<file path="src/rtl/path_walker_pkg.sv">
// ---------------------------------------------------------------------------
// path_walker_pkg
//   Shared map definitions: cell, game-state and direction codes, map geometry.
//   Rev 1.0 - initial release
// ---------------------------------------------------------------------------
`default_nettype none

package path_walker_pkg;

    localparam int MAP_W     = 20;
    localparam int MAP_H     = 15;
    localparam int CELL_BITS = 3;
    localparam int MAP_BITS  = MAP_W * MAP_H * CELL_BITS;

    typedef enum logic [2:0] {
        CELL_NONE     = 3'd0,
        CELL_LINE     = 3'd1,
        CELL_TERMINAL = 3'd2
    } cell_t;

    localparam logic [2:0] GS_PLAY   = 3'b001;
    localparam logic [2:0] GS_RELOAD = 3'b010;
    localparam logic [2:0] GS_WIN    = 3'b011;
    localparam logic [2:0] GS_LOSE   = 3'b100;

    localparam logic [1:0] DIR_UP    = 2'd0;
    localparam logic [1:0] DIR_DOWN  = 2'd1;
    localparam logic [1:0] DIR_LEFT  = 2'd2;
    localparam logic [1:0] DIR_RIGHT = 2'd3;

    typedef enum logic [1:0] {
        FSM_IDLE  = 2'd0,
        FSM_CHECK = 2'd1,
        FSM_EVAL  = 2'd2,
        FSM_COOL  = 2'd3
    } fsm_t;

    // First bit of cell (h,v) in the ascending [0:MAP_BITS-1] map vector.
    function automatic logic [9:0] cell_base(input logic [4:0] h, input logic [3:0] v);
        return (10'(h) + 10'(v) * 10'(MAP_W)) * 10'(CELL_BITS);
    endfunction

endpackage

`default_nettype wire

</file>
<file path="src/rtl/path_walker_if.sv">
// ---------------------------------------------------------------------------
// path_walker_if
//   Request/position bundle between the game logic and the token controller.
//   Rev 1.0 - initial release
// ---------------------------------------------------------------------------
`default_nettype none

interface path_walker_if;

    logic [2:0]                           state;
    logic [0:path_walker_pkg::MAP_BITS-1] map;
    logic                                 dir_valid;
    logic [1:0]                           dir;
    logic [4:0]                           pos_h;
    logic [3:0]                           pos_v;
    logic                                 busy;
    logic                                 moved;
    logic                                 blocked;
    logic                                 reached;
    logic [7:0]                           step_cnt;
    logic                                 out_of_steps;

    modport master (
        output state, map, dir_valid, dir,
        input  pos_h, pos_v, busy, moved, blocked, reached, step_cnt, out_of_steps
    );

    modport slave (
        input  state, map, dir_valid, dir,
        output pos_h, pos_v, busy, moved, blocked, reached, step_cnt, out_of_steps
    );

endinterface

`default_nettype wire

</file>
<file path="src/rtl/path_walker_cell_lookup.sv">
// ---------------------------------------------------------------------------
// cell_lookup
//   Combinational map mux: returns the 3-bit code of cell (h,v), NONE off-grid.
//   Rev 1.0 - initial release
// ---------------------------------------------------------------------------
`default_nettype none

module cell_lookup
    import path_walker_pkg::*;
(
    input  logic [0:MAP_BITS-1] i_map,
    input  logic [4:0]          i_h,
    input  logic [3:0]          i_v,
    output logic [2:0]          o_cell
);

    logic [9:0] w_base;
    logic       w_in_grid;

    assign w_base    = cell_base(i_h, i_v);
    assign w_in_grid = (i_h < 5'(MAP_W)) && (i_v < 4'(MAP_H));

    always_comb begin
        o_cell = CELL_NONE;
        if (w_in_grid) begin
            o_cell = i_map[w_base +: CELL_BITS];
        end
    end

endmodule

`default_nettype wire

</file>
<file path="src/rtl/path_walker.sv">
// ---------------------------------------------------------------------------
// path_walker
//   Token controller: validates direction requests against the level map and
//   tracks position. Optional step budget via WALKER_STEP_LIMIT_EN.
//   Rev 1.0 - initial release
// ---------------------------------------------------------------------------
`default_nettype none

module path_walker
    import path_walker_pkg::*;
#(
    parameter int START_H   = 1,
    parameter int START_V   = 1,
    parameter int COOLDOWN  = 8,
    parameter int MAX_STEPS = 64
) (
    input  logic          clk,
    input  logic          rst,
    path_walker_if.slave  bus
);

    localparam int c_CNT_W = (COOLDOWN > 1) ? $clog2(COOLDOWN) : 1;

    generate
        if (START_H < 0 || START_H >= MAP_W || START_V < 0 || START_V >= MAP_H ||
            COOLDOWN < 0 || MAX_STEPS < 1 || MAX_STEPS > 255) begin : g_param_err
            $error("path_walker: parameter out of range");
        end
    endgenerate

    fsm_t               r_fsm;
    logic [4:0]         r_pos_h;
    logic [3:0]         r_pos_v;
    logic [4:0]         r_tgt_h;
    logic [3:0]         r_tgt_v;
    logic               r_edge;
    logic [2:0]         r_cell;
    logic [c_CNT_W-1:0] r_cool;
    logic [7:0]         r_steps;
    logic               r_moved;
    logic               r_blocked;
    logic               r_reached;

    logic [4:0]         w_tgt_h;
    logic [3:0]         w_tgt_v;
    logic               w_edge;
    logic [2:0]         w_cell;
    logic [7:0]         w_steps_next;
    logic               w_oos;
    logic               w_accept;
    logic               w_passable;

`ifdef WALKER_STEP_LIMIT_EN
    logic               r_oos;
    assign w_oos = r_oos;
`else
    assign w_oos = 1'b0;
`endif

    // Off-grid targets keep the current position so the lookup index stays legal.
    always_comb begin
        w_tgt_h = r_pos_h;
        w_tgt_v = r_pos_v;
        w_edge  = 1'b0;
        case (bus.dir)
            DIR_UP: begin
                if (r_pos_v == 4'd0) w_edge = 1'b1;
                else                 w_tgt_v = r_pos_v - 4'd1;
            end
            DIR_DOWN: begin
                if (r_pos_v == 4'(MAP_H - 1)) w_edge = 1'b1;
                else                          w_tgt_v = r_pos_v + 4'd1;
            end
            DIR_LEFT: begin
                if (r_pos_h == 5'd0) w_edge = 1'b1;
                else                 w_tgt_h = r_pos_h - 5'd1;
            end
            default: begin
                if (r_pos_h == 5'(MAP_W - 1)) w_edge = 1'b1;
                else                          w_tgt_h = r_pos_h + 5'd1;
            end
        endcase
    end

    cell_lookup u_lookup (
        .i_map  (bus.map),
        .i_h    (r_tgt_h),
        .i_v    (r_tgt_v),
        .o_cell (w_cell)
    );

    assign w_accept     = bus.dir_valid && (bus.state == GS_PLAY) && !w_oos;
    assign w_passable   = !r_edge && (r_cell == CELL_LINE || r_cell == CELL_TERMINAL);
    assign w_steps_next = (r_steps == 8'hFF) ? r_steps : r_steps + 8'd1;

    always_ff @(posedge clk) begin
        if (rst || bus.state == GS_RELOAD) begin
            r_fsm     <= FSM_IDLE;
            r_pos_h   <= 5'(START_H);
            r_pos_v   <= 4'(START_V);
            r_tgt_h   <= 5'(START_H);
            r_tgt_v   <= 4'(START_V);
            r_edge    <= 1'b0;
            r_cell    <= CELL_NONE;
            r_cool    <= '0;
            r_steps   <= 8'd0;
            r_moved   <= 1'b0;
            r_blocked <= 1'b0;
            r_reached <= 1'b0;
`ifdef WALKER_STEP_LIMIT_EN
            r_oos     <= 1'b0;
`endif
        end else begin
            r_moved   <= 1'b0;
            r_blocked <= 1'b0;
            r_reached <= 1'b0;
            case (r_fsm)
                FSM_IDLE: begin
                    if (w_accept) begin
                        r_tgt_h <= w_tgt_h;
                        r_tgt_v <= w_tgt_v;
                        r_edge  <= w_edge;
                        r_fsm   <= FSM_CHECK;
                    end
                end
                FSM_CHECK: begin
                    r_cell <= w_cell;
                    r_fsm  <= FSM_EVAL;
                end
                FSM_EVAL: begin
                    if (w_passable) begin
                        r_pos_h   <= r_tgt_h;
                        r_pos_v   <= r_tgt_v;
                        r_moved   <= 1'b1;
                        r_reached <= (r_cell == CELL_TERMINAL);
                        r_steps   <= w_steps_next;
`ifdef WALKER_STEP_LIMIT_EN
                        // A winning final step does not count as running out.
                        if (w_steps_next == 8'(MAX_STEPS) && r_cell != CELL_TERMINAL) begin
                            r_oos <= 1'b1;
                        end
`endif
                    end else begin
                        r_blocked <= 1'b1;
                    end
                    if (COOLDOWN == 0) begin
                        r_fsm <= FSM_IDLE;
                    end else begin
                        r_cool <= c_CNT_W'(COOLDOWN - 1);
                        r_fsm  <= FSM_COOL;
                    end
                end
                default: begin
                    if (r_cool == '0) r_fsm  <= FSM_IDLE;
                    else              r_cool <= r_cool - 1'b1;
                end
            endcase
        end
    end

    assign bus.pos_h        = r_pos_h;
    assign bus.pos_v        = r_pos_v;
    assign bus.busy         = (r_fsm != FSM_IDLE);
    assign bus.moved        = r_moved;
    assign bus.blocked      = r_blocked;
    assign bus.reached      = r_reached;
    assign bus.step_cnt     = r_steps;
    assign bus.out_of_steps = w_oos;

endmodule

`default_nettype wire

</file>
<file path="src/flat_wrapper.sv">
// flat-port wrapper written by rule: the top's interface ports become plain ports
module path_walker_flat import path_walker_pkg::*;
#(
    parameter int START_H   = 1,
    parameter int START_V   = 1,
    parameter int COOLDOWN  = 8,
    parameter int MAX_STEPS = 64
)
  (clk, rst, bus_state, bus_map, bus_dir_valid, bus_dir, bus_pos_h, bus_pos_v, bus_busy, bus_moved, bus_blocked, bus_reached, bus_step_cnt, bus_out_of_steps);
  path_walker_if bus_i ();
  input  logic clk;
  input  logic rst;
  input wire logic [$bits(bus_i.state)-1:0] bus_state;
  input wire logic [$bits(bus_i.map)-1:0] bus_map;
  input wire logic [$bits(bus_i.dir_valid)-1:0] bus_dir_valid;
  input wire logic [$bits(bus_i.dir)-1:0] bus_dir;
  output wire logic [$bits(bus_i.pos_h)-1:0] bus_pos_h;
  output wire logic [$bits(bus_i.pos_v)-1:0] bus_pos_v;
  output wire logic [$bits(bus_i.busy)-1:0] bus_busy;
  output wire logic [$bits(bus_i.moved)-1:0] bus_moved;
  output wire logic [$bits(bus_i.blocked)-1:0] bus_blocked;
  output wire logic [$bits(bus_i.reached)-1:0] bus_reached;
  output wire logic [$bits(bus_i.step_cnt)-1:0] bus_step_cnt;
  output wire logic [$bits(bus_i.out_of_steps)-1:0] bus_out_of_steps;
  assign bus_i.state = bus_state;
  assign bus_i.map = bus_map;
  assign bus_i.dir_valid = bus_dir_valid;
  assign bus_i.dir = bus_dir;
  assign bus_pos_h = bus_i.pos_h;
  assign bus_pos_v = bus_i.pos_v;
  assign bus_busy = bus_i.busy;
  assign bus_moved = bus_i.moved;
  assign bus_blocked = bus_i.blocked;
  assign bus_reached = bus_i.reached;
  assign bus_step_cnt = bus_i.step_cnt;
  assign bus_out_of_steps = bus_i.out_of_steps;
  path_walker #(.START_H(START_H), .START_V(START_V), .COOLDOWN(COOLDOWN), .MAX_STEPS(MAX_STEPS)) u_core (.clk(clk), .rst(rst), .bus(bus_i));
endmodule
</file>
<file path="config.mk">
export PLATFORM = sky130hd
export DESIGN_NAME = path_walker_flat
export DESIGN_NICKNAME = d
export VERILOG_FILES = /design/src/rtl/path_walker_pkg.sv /design/src/rtl/path_walker_if.sv /design/src/rtl/path_walker_cell_lookup.sv /design/src/rtl/path_walker.sv /design/src/flat_wrapper.sv
export SDC_FILE = /design/constraint.sdc
export NUM_CORES = 1
export LEC_CHECK = 0
export ABC_CLOCK_PERIOD_IN_PS = 4250
export BUFFER_PORTS_ARGS = -buffer_cell sky130_fd_sc_hd__buf_2
export CAP_MARGIN = 20
export CELL_PAD_IN_SITES_DETAIL_PLACEMENT = 1
export CELL_PAD_IN_SITES_GLOBAL_PLACEMENT = 2
export CORE_AREA = 8 8 353 355
export DETAILED_ROUTE_END_ITERATION = 6
export DIE_AREA = 0 0 361 363
export GPL_ROUTABILITY_DRIVEN = 0
export HOLD_SLACK_MARGIN = 0.02
export PLACE_DENSITY = 0.58
export SLEW_MARGIN = 20
export SYNTH_ARGS = -nofsm -noshare
export SYNTH_HDL_FRONTEND = slang
export SYNTH_SLANG_ARGS = --single-unit
</file>
<file path="constraint.sdc">
create_clock -name clk -period 4.25 [get_ports clk]
set_input_delay 1.275 -clock clk [delete_from_list [all_inputs] [get_ports clk]]
set_output_delay 1.275 -clock clk [all_outputs]
set_load 0.01 [all_outputs]
</file>
==> impl_summary.md, run 1 <==
Global route
The wire length of the first global-routing pass is 223000 microns. The number of global-route vias before repair is 27700. The number of antenna violations at the first check in global routing came to 99. After global routing the overflow that remains totals 0. The pin count of the biggest net entering global routing is 108. Global routing used 23.7% of the available tracks across all layers.

Critical path
At the worst endpoint, the required time is 4450 ps. Walking the worst path, the cells encountered are ha_4, inv_2, fa_1, inv_2, ha_4, buf_6, xor2_4, buf_12, buf_16, buf_12, clkbuf_16, buf_4, mux2i_1, a32oi_1, a31oi_1, a211o_1, a311oi_1, a211o_1. The endpoint identified for the worst register-to-register timing path is u_core.r_cell[2]$_SDFFE_PP0P_. The type of origin of the critical path is a flip-flop. The logic depth of the worst register-to-register path is 18.

The path type of the worst setup path is flip-flop to flip-flop. Tracing the worst setup path back leads to its startpoint at u_core.r_tgt_v[0]$_SDFFE_PP1P_. The endpoint type of the worst setup path is a flip-flop.

The slack of the worst reg-to-reg path is 50 ps. The worst reg2reg path startpoint is u_core.r_tgt_v[0]$_SDFFE_PP1P_. The slowest stage cell on the critical path is fa_1. The stage delay of the slowest cell on the critical path is 560 ps. The worst path arrival time is 4400 ps. Along the worst path, the maximum fanout reaches 7.

STA
The clock arrives with 16.6 ps of skew. The hold violation total from the final report is 0. Timing would allow up to 238 MHz.

The worst pin sits at a relative slew slack of 37.4%. For the pin with the worst max-slew slack, the measured transition is 939 ps. The total count of max-transition violations in the final report came to 0. The minimum period implied by the final worst setup slack is 4200 ps.

Setup repair after global routing could not meet its margin everywhere. The ratio of final minimum period to clock period is 98.8%. The final setup violation count is 0.

Clock tree
The total number of H-tree levels is 2. The clock reaches the later pin of the worst-skew pair after 300 ps. The TritonCTS clock tree is built. After clock tree synthesis, the clock-pin slew on the worst setup and hold paths is 70 ps. The master cell of the clock root buffer is clkbuf_16. In this run the deepest clock path goes through 2 buffers.

The count of clock tree sinks is 38. In this run, CTS created clock tree buffers numbering 5.

Finish
The number of nets in the final layout is 3912. The layout-stage area growth over the synthesis result is 36.6%. The utilization of the core after routing is 28.5%. The post-layout instance count excluding filler cells is 4574. Summing all non-filler instances in the final layout gives an area of 33900 sq um. The layout cell share with drive strength beyond 1 is 68.8%.

Placed design
In this run the tool buffered the top-level ports with 928 buffer cells. The placed instances occupy a cell area of 32400 sq um. The instance count after placement with tap cells included is 4479. After legalization and detailed placement, the total HPWL measured 142000 microns.

Die
The initial utilization of the core area, before any placement, comes to 20.8%. The row count is 127. The number of top-level pins is 930. The horizontal die dimension is 361 microns. The overall die area is 131000 sq um. The die is 363 microns tall.

The total core area is 119000 sq um.

Yosys
The number of register bits inferred by synthesis is 38. The mean area per synthesized cell is 12.5 sq um. The count of different cell masters after synthesis is 78. The number of enable flip-flop cells after synthesis is 0.

The synthesized area is 24800 sq um. The number of nets handed over by synthesis was 2929. The post-synthesis sequential area ratio is 3.07%.

Among all flip-flop cells after synthesis, the most frequent one is dfxtp_1. The number of warnings printed during yosys synthesis is 0. After technology mapping, the gate count stands at 1992.

After synthesis, the share of flip-flops with an asynchronous set or reset is 0%.

Power
The leakage power summed over all cells is 0.0145 uW. The cell area power density is 184 nW/um^2. The maximum resistive drop on vdd is 0.139 mV.

Status
The run finished with clean final reports.

Hold path
The worst hold path belongs to the class flip-flop to flip-flop. The start point of the worst min-delay path is u_core.r_cool[0]$_SDFFE_PP0P_. The cell depth of the worst min-delay path is 1.

The worst hold path endpoint is u_core.r_cool[0]$_SDFFE_PP0P_.

Routing
The detailed-route wire length is 165000 microns. The first-pass iteration count of the detailed router is 5. Using the TritonRoute via totals, the vias-per-cell ratio works out to 5.75. Once detail routing completed, the nets flagged for antenna violations numbered 0. In the final routed layout, each cell accounts on average for 36.0 microns. The routed layout has 26300 vias. The detailed router finished its first iteration with 2690 violations. The remaining design rule violation count is 0.

Flow run
The tool flagged a number of max-cap violations equal to 0.
## registers in the layout, summed over array words and instances (netlist names), 2 cells and up
register	count
u_core.r_cell	3
u_core.bus.step_cnt	8
u_core.bus.pos_v	4
u_core.r_tgt_h	5
u_core.bus.pos_h	5
u_core.r_cool	3
u_core.r_fsm	2
u_core.r_tgt_v	4
## layout make-up
type,instances,area [sq um]
antenna,50,125
clock buffer,7,164
multi-input combinational,1682,23000
timing repair buffer,1223,7740
sequential,38,774
clock inverter,1,30.0
tap,1548,1940
fill,13400,85100
inverter,25,95.1
## cell families after synthesis
group                    after synthesis  synth area share (%)
XOR/XNOR                              24                 0.908
flip-flops                            38                  3.07
AND/OR/NAND/NOR                      439                  7.59
other                                  1                0.0151
adder cells (fa/ha/maj)               29                  1.55
multiplexers                         908                  71.6
buffers and inverters                272                  7.27
AO/OA/AOI/OAI                        281                  8.00
## layout by cell type, fill, tap and decap left out, types with 10 or more instances in the layout
cell type	instances
mux2i_1	201
a22oi_1	23
a21oi_1	55
mux2_2	11
nor3_1	19
ha_1	17
nor2_2	10
dfxtp_1	33
nand3_1	55
nand4_1	11
mux4_2	692
buf_12	59
o211ai_1	13
buf_2	928
a31oi_1	19
a32oi_1	19
buf_4	219
o21ai_0	23
inv_1	21
nand2_1	217
a211oi_1	19
nor2_1	70
diode_2	50
## how the worst max path moves through the flow
stage,slack (ps),to
finish,50,u_core.r_cell[2]$_SDFFE_PP0P_
global route,-60,u_core.r_cell[2]$_SDFFE_PP0P_
CTS,-2,u_core.r_cell[1]$_SDFFE_PP0P_
detailed placement,-530,u_core.r_cell[2]$_SDFFE_PP0P_
global placement,-570,u_core.r_cell[2]$_SDFFE_PP0P_
floorplan,420,u_core.r_cell[1]$_SDFFE_PP0P_
## metrics by stage
stage	hold slack [ps]	power [uW]	setup TNS, ps	setup slack (ps)
floorplan	437	3010	0	423
global placement	453	5410	-1370	-566
detailed placement	457	5420	-1410	-531
CTS	470	6110	-2.38	-2.38
global route	506	6560	-136	-61.2
finish	470	6250	0	49.6
## worst max-delay path, delay by kind of cell, from the launching register on
family                     cells  cell delay, ps
adders and majority gates      3            1000
DFF                            1             390
muxes                          1             300
xor gates and xnor gates       1             270
AOI/OAI and AO/OA              5            1140
buffers and inverters          8             940
## power by group
part | internal, uW | switching (uW) | total (uW)
Clock | 330 | 187 | 517
Combinational | 2610 | 2750 | 5360
Sequential | 361 | 9.36 | 370
Total | 3300 | 2950 | 6250
## metal layers
| layer | routed length (microns) | share of wire [%] | global-route usage, % |
|---|---|---|---|
| met1 | 66100 | 40 | 30.4 |
| met2 | 82100 | 50 | 41.2 |
| met3 | 13300 | 8.1 | 5.16 |
| met4 | 2880 | 1.7 | 4.21 |
| met5 | 175 | 0.11 | 0 |
## repair_timing
action                                  in CTS  in global routing
cloned                                       1                  2
gates resized for setup                     59                 86
pin swaps                                   19                 44
setup buffers                               17                 19
hold buffers                                 0                  0
endpoints found under the setup margin       3                  3
hold endpoints to repair                     0                  0
## synthesized netlist by cell type, drive strengths merged (6+ instances only)
library cell | number | share of area (%)
mux4 | 692 | 63
nand2 | 222 | 3.4
mux2i | 205 | 8.3
buf | 202 | 6.2
nor2 | 88 | 1.3
a21oi | 62 | 1.3
nand3 | 56 | 1.1
clkbuf | 45 | 0.70
dfxtp | 38 | 3.1
o21ai | 33 | 0.67
ha | 26 | 1.3
a22oi | 25 | 0.76
inv | 24 | 0.36
a211oi | 23 | 0.72
a31oi | 23 | 0.58
nor3 | 22 | 0.44
a32oi | 21 | 0.74
xnor2 | 15 | 0.56
o211ai | 13 | 0.39
mux2 | 11 | 0.50
nand4 | 11 | 0.28
a221oi | 10 | 0.42
a311oi | 10 | 0.35
and3 | 9 | 0.23
xor2 | 9 | 0.35
nand2b | 8 | 0.20
nor2b | 8 | 0.20
o2111ai | 6 | 0.21
Power figures use the tool's default switching activity.
==> inputs of run 2 (changes only) <==
==> constraint.sdc (replaced) <==
create_clock -name clk -period 4.25 [get_ports clk]
set_input_delay 0.2125 -clock clk [delete_from_list [all_inputs] [get_ports clk]]
set_output_delay 0.2125 -clock clk [all_outputs]
set_load 0.01 [all_outputs]
==> run 2 against run 1 <==
  * Wire length grew 1.1%
  * Combinational power is essentially flat
  * Clock power shrank 6.8%
  * Largest power group unchanged
  * First-iteration DRC count grew 0.78%
  * Largest cell class unchanged
  * Critical path type unchanged
  * Clock skew shrank 2.3 ps
==> impl_summary.md, run 2 (same netlist as run 1, synthesis figures left out) <==
Status
The run finished with clean final reports.

Placed design
The post-place instance area is 32500 sq um (+0.32%). The count of port buffers added during placement was 928 (unchanged). The instance count after placement with tap cells included is 4491 (+0.27%). The half-perimeter wire length after placement is 145000 microns (+1.6%). The pre-CTS worst setup slack is -603 ps (-72.3 ps).

STA
The ratio of final minimum period to clock period is 97.8% (-1.0 points). The setup skew after layout is 14.2 ps (-2.35 ps). The hold violation total from the final report came to 0 (unchanged). Setup repair after global routing could not meet its margin everywhere. The minimum period implied by the final worst setup slack is 4160 ps (-44.0 ps). The slew of the pin with the lowest slew margin is 870 ps (-69.3 ps). The worst max-slew margin expressed relative to the limit is 42.0% (+4.6 points). The final setup violation count was 0 (unchanged).

The highest achievable clock rate came to 241 MHz (+1.1%). The total count of max-transition violations in the final report is 0 (unchanged). The smallest setup slack after layout came to 93.6 ps (+44.0 ps).

Routing
The detailed-route wire length per cell is 36.3 microns (+0.83%). The number of vias after detailed routing is 26500 (+0.64%). The detailed-route wire length was 166000 microns (+1.1%). The first-pass iteration count of the detailed router is 5 (unchanged).

The DRC marker count from the first detailed-route iteration is 2711 (+0.78%). The via density per instance is 5.77 (+0.33%). The number of nets with antenna violations after routing is 0 (unchanged). The remaining design rule violation count is 0 (unchanged).

Clock tree
The count of clock tree sinks is 38 (unchanged). The clock latency of the later-clocked register in the worst-skew pair was 300 ps (about the same). The master cell of the clock root buffer is clkbuf_16.

The TritonCTS clock tree is built. The clock-pin slew on the worst setup and hold paths is 80 ps (about the same). The total number of H-tree levels was 2 (unchanged). The number of CTS-inserted buffers is 5 (unchanged). The number of buffers between clock root and the deepest sink was 2 (unchanged).

Power
The maximum resistive drop on vdd came to 0.148 mV (+6.6%). The leakage power summed over all cells is 0.0144 uW (-0.17%). The cell area power density is 184 nW/um^2 (-0.40%).

Finish
The final design instance area without fill is 33800 sq um (-0.37%). The flip-flop count of the largest register, all copies and words added is 8 (unchanged). In the layout the commonest cells are 928 x buf_2, 691 x mux4_2, 232 x buf_4. The layout cell share with drive strength beyond 1 is 68.5% (-0.27 points). Relative to the synthesized area, the layout overhead comes to 36.1%.

The layout filler cell count is 13500 (+0.089%). The total area of sequential cells is 771 sq um (-0.48%). The most common cell after layout, fill and taps aside is buf_2.

The number of nets in the final layout is 3921 (+0.23%). The area taken by multi-input logic gates is 22900 sq um (-0.48%). The post-layout instance count excluding filler cells was 4588 (+0.31%).

Die
The height of the chip is 363 microns (unchanged). The total core area is 119000 sq um (unchanged). The horizontal die dimension is 361 microns (unchanged). The overall die area is 131000 sq um (unchanged). The initial core utilization is 20.8% (unchanged).

The number of top-level pins is 930 (unchanged). The row count is 127 (unchanged).

Hold path
The worst hold path class is input pin to flip-flop.

Global route
The pin count of the biggest net entering global routing is 98 (-9.3%). The number of antenna violations at the first check in global routing came to 81 (-18%). The total global routing overflow was 0 (unchanged). The wire length of the first global-routing pass is 226000 microns (+1.2%). The number of global-route vias before repair was 27700 (+0.15%).

The total global routing track utilization is 23.9% (+0.28 points).

Critical path
The type of origin of the critical path is a flip-flop. The data required time of the critical path came to 4500 ps (+50 ps). The worst path arrival time is 4410 ps (about the same). The slowest stage of the critical path belongs to the cell fa_2.

The maximum fanout encountered on the critical timing path was 8 (+1). The endpoint type of the worst setup path is a flip-flop. The critical path goes through ha_2, inv_1, fa_2, inv_2, ha_4, buf_6, xor2_4, buf_6, buf_12, buf_12, mux4_2, mux4_2, nand2_1, o21ai_1, buf_4, a21oi_1, o311ai_2, a211oi_2, a211o_1. The critical path is of the flip-flop to flip-flop type. The stage delay of the slowest cell on the critical path came to 530 ps (-30 ps).

Flow run
The max-cap check violation count is 0 (unchanged).
-- run 2: cell types whose count changed in the layout (fill, tap and decap cells not counted), sizes merged --
cell      before   now
buf         1220  1230
clkbuf         9     6
inv           24    25
diode         50    55
clkinvlp       0     1
-- run 2: per-stage QoR --
stage | setup TNS, ps | util [%] | power (uW) | hold WS (ps)
detailed placement | -1280 | 27.3 | 5460 | 464
global placement | -1420 | 27.3 | 5450 | 458
floorplan | 0 | - | 3010 | 357
global route | -40.9 | 28.3 | 6510 | 438
finish | 0 | 28.4 | 6200 | 394
CTS | 0 | 27.9 | 6160 | 388
-- run 2: what timing repair did --
action / 4_1_cts / 5_1_grt
setup buffers: 20 / 12
hold buffers: 0 / 0
pin swaps: 25 / 21
cloned: 1 / 1
hold endpoints to repair: 0 / 0
resized for setup: 67 / 59
endpoints found under the setup margin: 3 / 3
-- run 2: path summary, 6_finish.rpt --
| check | from | to | slack (ps) | cells after the start |
|---|---|---|---|---|
| max | u_core.r_tgt_v[0]$_SDFFE_PP1P_ | u_core.r_cell[2]$_SDFFE_PP0P_ | 90 | 19 |
| min | bus_dir[1] | u_core.r_tgt_v[1]$_SDFFE_PP0P_ | 390 | 4 |
| max reg2reg | u_core.r_tgt_v[0]$_SDFFE_PP1P_ | u_core.r_cell[2]$_SDFFE_PP0P_ | 90 | 19 |
| min reg2reg | u_core.r_cool[0]$_SDFFE_PP0P_ | u_core.r_cool[0]$_SDFFE_PP0P_ | 480 | 1 |
-- run 2: worst max-delay path, delay by kind of cell (launching register included) --
kind / cells / cell delay, ps
simple gates: 1 / 80
compound gates: 5 / 820
mux: 2 / 790
flops: 1 / 380
fa+ha+maj: 3 / 990
xor+xnor: 1 / 180
buf+inv: 7 / 840
-- run 2: metal layers --
metal	GRT usage [%]	vias up	share of wire [%]
met5	0	-	0.097
li1	-	10800	-
met1	31.0	14000	40
met3	5.25	191	8.0
met4	5.42	24	2.4
met2	40.9	1454	49
-- run 2: cell type report --
type / instances / share of cell area [%]
diodes: 55 / 0.408
clock buffers: 5 / 0.371
clock inverters: 3 / 0.130
inverters: 25 / 0.282
multi-input cells: 1682 / 67.9
flip-flops and latches: 38 / 2.28
well taps: 1548 / 5.74
repair buffers: 1232 / 22.9
-- run 2: power by group --
group	total, uW	internal (uW)	leakage (uW)	switching [uW]
Clock	482	279	0.0000807	203
Combinational	5350	2590	0.0141	2760
Sequential	371	361	0.000307	9.23
Total	6200	3230	0.0144	2970
==> inputs of run 3 (changes only) <==
==> constraint.sdc (replaced) <==
create_clock -name clk -period 4.25 [get_ports clk]
set_input_delay 0.425 -clock clk [delete_from_list [all_inputs] [get_ports clk]]
set_output_delay 0.425 -clock clk [all_outputs]
set_load 0.01 [all_outputs]
==> run 3 against run 2 <==
  * Register-to-register slack gained 30 ps
  * Setup slack gained 27 ps
  * Cell area shrank 0.23%
  * First-iteration DRC count shrank 3.8%
  * Critical endpoint is now u_core.r_cell[1]$_SDFFE_PP0P_
  * Core utilization shrank 0.064 points
  * Sequential power is essentially flat
  * Hold slack gained 82 ps
  * Global-route usage grew 0.23 points
  * Final cell count shrank 0.31%
  * Power is essentially flat
==> impl_summary.md, run 3 (same netlist as run 1, synthesis figures left out) <==
Die
The height of the chip is 363 microns (unchanged). The overall die area is 131000 sq um (unchanged). The horizontal die dimension is 361 microns (unchanged). The initial core utilization was 20.8% (unchanged). The number of top-level pins was 930 (unchanged). The total core area is 119000 sq um (unchanged). The row count is 127 (unchanged).

Routing
The first-pass iteration count of the detailed router was 5 (unchanged). The detailed-route wire length was 168000 microns (+0.95%). The number of vias after detailed routing is 26600 (+0.62%). The via density per instance is 5.82 (+0.93%). The detailed-route wire length per cell is 36.7 microns (+1.3%). The remaining design rule violation count is 0 (unchanged).

The DRC marker count from the first detailed-route iteration came to 2607 (-3.8%). The number of nets with antenna violations after routing came to 0 (unchanged).

Clock tree
The number of hold buffers added after CTS came to 0 (unchanged). The TritonCTS clock tree is built. The total number of H-tree levels is 2 (unchanged). CTS placed an instance of clkbuf_16 at the clock tree root. The clock latency of the later-clocked register in the worst-skew pair was 300 ps (about the same). The clock-pin slew on the worst setup and hold paths is 80 ps (about the same).

The number of buffers between clock root and the deepest sink is 2 (unchanged). The number of CTS-inserted buffers is 5 (unchanged). The count of clock tree sinks is 38 (unchanged).

Global route
The pin count of the biggest net entering global routing came to 98 (unchanged). The routing layer with the top usage in global route is met2. The met3 track demand over resource in global routing is 5.53% (+0.28 points). The total global routing overflow is 0 (unchanged). The wire length of the first global-routing pass is 228000 microns (+0.88%).

The global-route met1 utilization came to 31.0% (about the same). The total global routing track utilization is 24.2% (+0.23 points). The fraction of met2 tracks used by global routing came to 42.0% (+1.1 points).

The number of global-route vias before repair is 27700 (-0.087%). The number of antenna violations at the first check in global routing is 74 (-8.6%).

STA
The minimum period implied by the final worst setup slack is 4130 ps (-26.6 ps). The tightest hold margin is 476 ps (+82.5 ps). The final setup violation count is 0 (unchanged). The hold violation total from the final report is 0 (unchanged).

The highest achievable clock rate is 242 MHz (+0.64%). The ratio of final minimum period to clock period is 97.2% (-0.63 points). The setup skew after layout is 14.5 ps (+0.271 ps). The worst max-slew margin expressed relative to the limit is 37.9% (-4.1 points). The slew of the pin with the lowest slew margin is 931 ps (+61.2 ps).

The total count of max-transition violations in the final report is 0 (unchanged).

Placed design
The instance count after placement with tap cells included came to 4493 (+0.045%). The half-perimeter wire length after placement was 145000 microns (+0.53%). The count of port buffers added during placement is 928 (unchanged).

Power
The leakage power summed over all cells is 0.0144 uW (about the same). The cell area power density is 184 nW/um^2 (+0.19%). The maximum resistive drop on vdd is 0.135 mV (-9.0%).

Critical path
The worst path arrival time is 4310 ps (-100 ps). The stage delay of the slowest cell on the critical path is 610 ps (+80 ps). Walking the worst path, the cells encountered are ha_4, ha_2, fa_2, nand2_4, nor2_4, xnor2_2, ha_1, or3_1, o32a_1, and2_4, nand4_1, buf_4, nand2b_2, o2111ai_4, a31o_2, o311ai_1, a31oi_1. The data required time of the critical path is 4430 ps (-70 ps). The maximum fanout encountered on the critical timing path is 6 (-2). The worst setup path is captured at a flip-flop. On the critical path, the stage with the largest delay is an instance of fa_2.

The most critical setup path has its startpoint at u_core.r_tgt_v[1]$_SDFFE_PP0P_. The worst setup path is of the flip-flop to flip-flop kind. STA classifies the critical path startpoint as a flip-flop.

The worst register-to-register path begins at u_core.r_tgt_v[1]$_SDFFE_PP0P_.

Finish
The layout cell share with drive strength beyond 1 is 68.3% (-0.18 points). The post-layout instance count excluding filler cells is 4574 (-0.31%). The layout-stage area growth over the synthesis result is 35.8%. The utilization of the core after routing is 28.3% (-0.064 points). The library cell used most frequently in the layout, excluding fill and tap cells, is buf_2. In the layout the commonest cells are 928 x buf_2, 691 x mux4_2, 240 x buf_4.

The number of nets in the final layout came to 3920 (-0.026%). The flip-flop count of the largest register, all copies and words added is 8 (unchanged).

Status
The run finished with clean final reports.

Hold path
The startpoint identified for the worst hold timing path is u_core.r_cool[2]$_SDFFE_PP0P_. In this run the worst hold path is classified as flip-flop to flip-flop.

Flow run
The max-cap check violation count is 0 (unchanged).
[run 3: changes by cell type in the layout (fill, tap and decap cells not counted), moves of 3 or more]
cell,change
buf_12,-3
buf_4,+8
diode_2,-13
buf_6,-8
[run 3: path summary, 6_finish.rpt]
kind	cells after the start	slack (ps)	to
worst min-delay path	2	480	u_core.r_cool[2]$_SDFFE_PP0P_
worst max-delay path	17	120	u_core.r_cell[1]$_SDFFE_PP0P_
worst min register to register	2	480	u_core.r_cool[2]$_SDFFE_PP0P_
worst max register to register	17	120	u_core.r_cell[1]$_SDFFE_PP0P_
[run 3: cell type report]
| type | instances | area (sq um) |
|---|---|---|
| fill | 13500 | 85300 |
| multi-input combinational | 1682 | 22900 |
| clock inverter | 3 | 43.8 |
| tap | 1548 | 1940 |
| inverter | 25 | 95.1 |
| antenna | 42 | 105 |
| sequential | 38 | 773 |
| timing repair buffer | 1231 | 7710 |
| clock buffer | 5 | 125 |
[run 3: routing by layer]
metal,wire length (microns),vias to the layer above,part of all wire [%]
met2,82900,1503,49
met3,13900,201,8.3
li1,-,10800,-
met4,3910,20,2.3
met5,114,-,0.068
met1,67300,14100,40
[run 3: stage by stage]
step	instance area, sq um	setup TNS (ps)	power, uW	setup slack [ps]
2_1_floorplan	24800	0	3010	423
3_3_place_gp	32500	-1480	5460	-605
3_5_place_dp	32500	-1390	5470	-521
4_1_cts	33100	0	6140	3.15
5_1_grt	33600	-3.26	6510	-3.26
6_report	33700	0	6200	120
[run 3: worst max-delay path, delay by kind of cell (launching register included)]
kind | cells | cell delay (ps)
fa+ha+maj | 4 | 1350
simple gates | 6 | 1140
compound gates | 5 | 900
flops | 1 | 360
buf+inv | 1 | 160
xor+xnor | 1 | 90
[run 3: what timing repair did]
action,in CTS,in global routing
setup endpoints to repair,3,3
gates resized for setup,62,57
cloned,3,1
setup buffers,11,20
pin swaps,21,38
hold endpoints to repair,0,0
[run 3: power by group]
part,switching [uW],internal (uW)
clock network,197,279
logic,2770,2580
registers,9.45,361
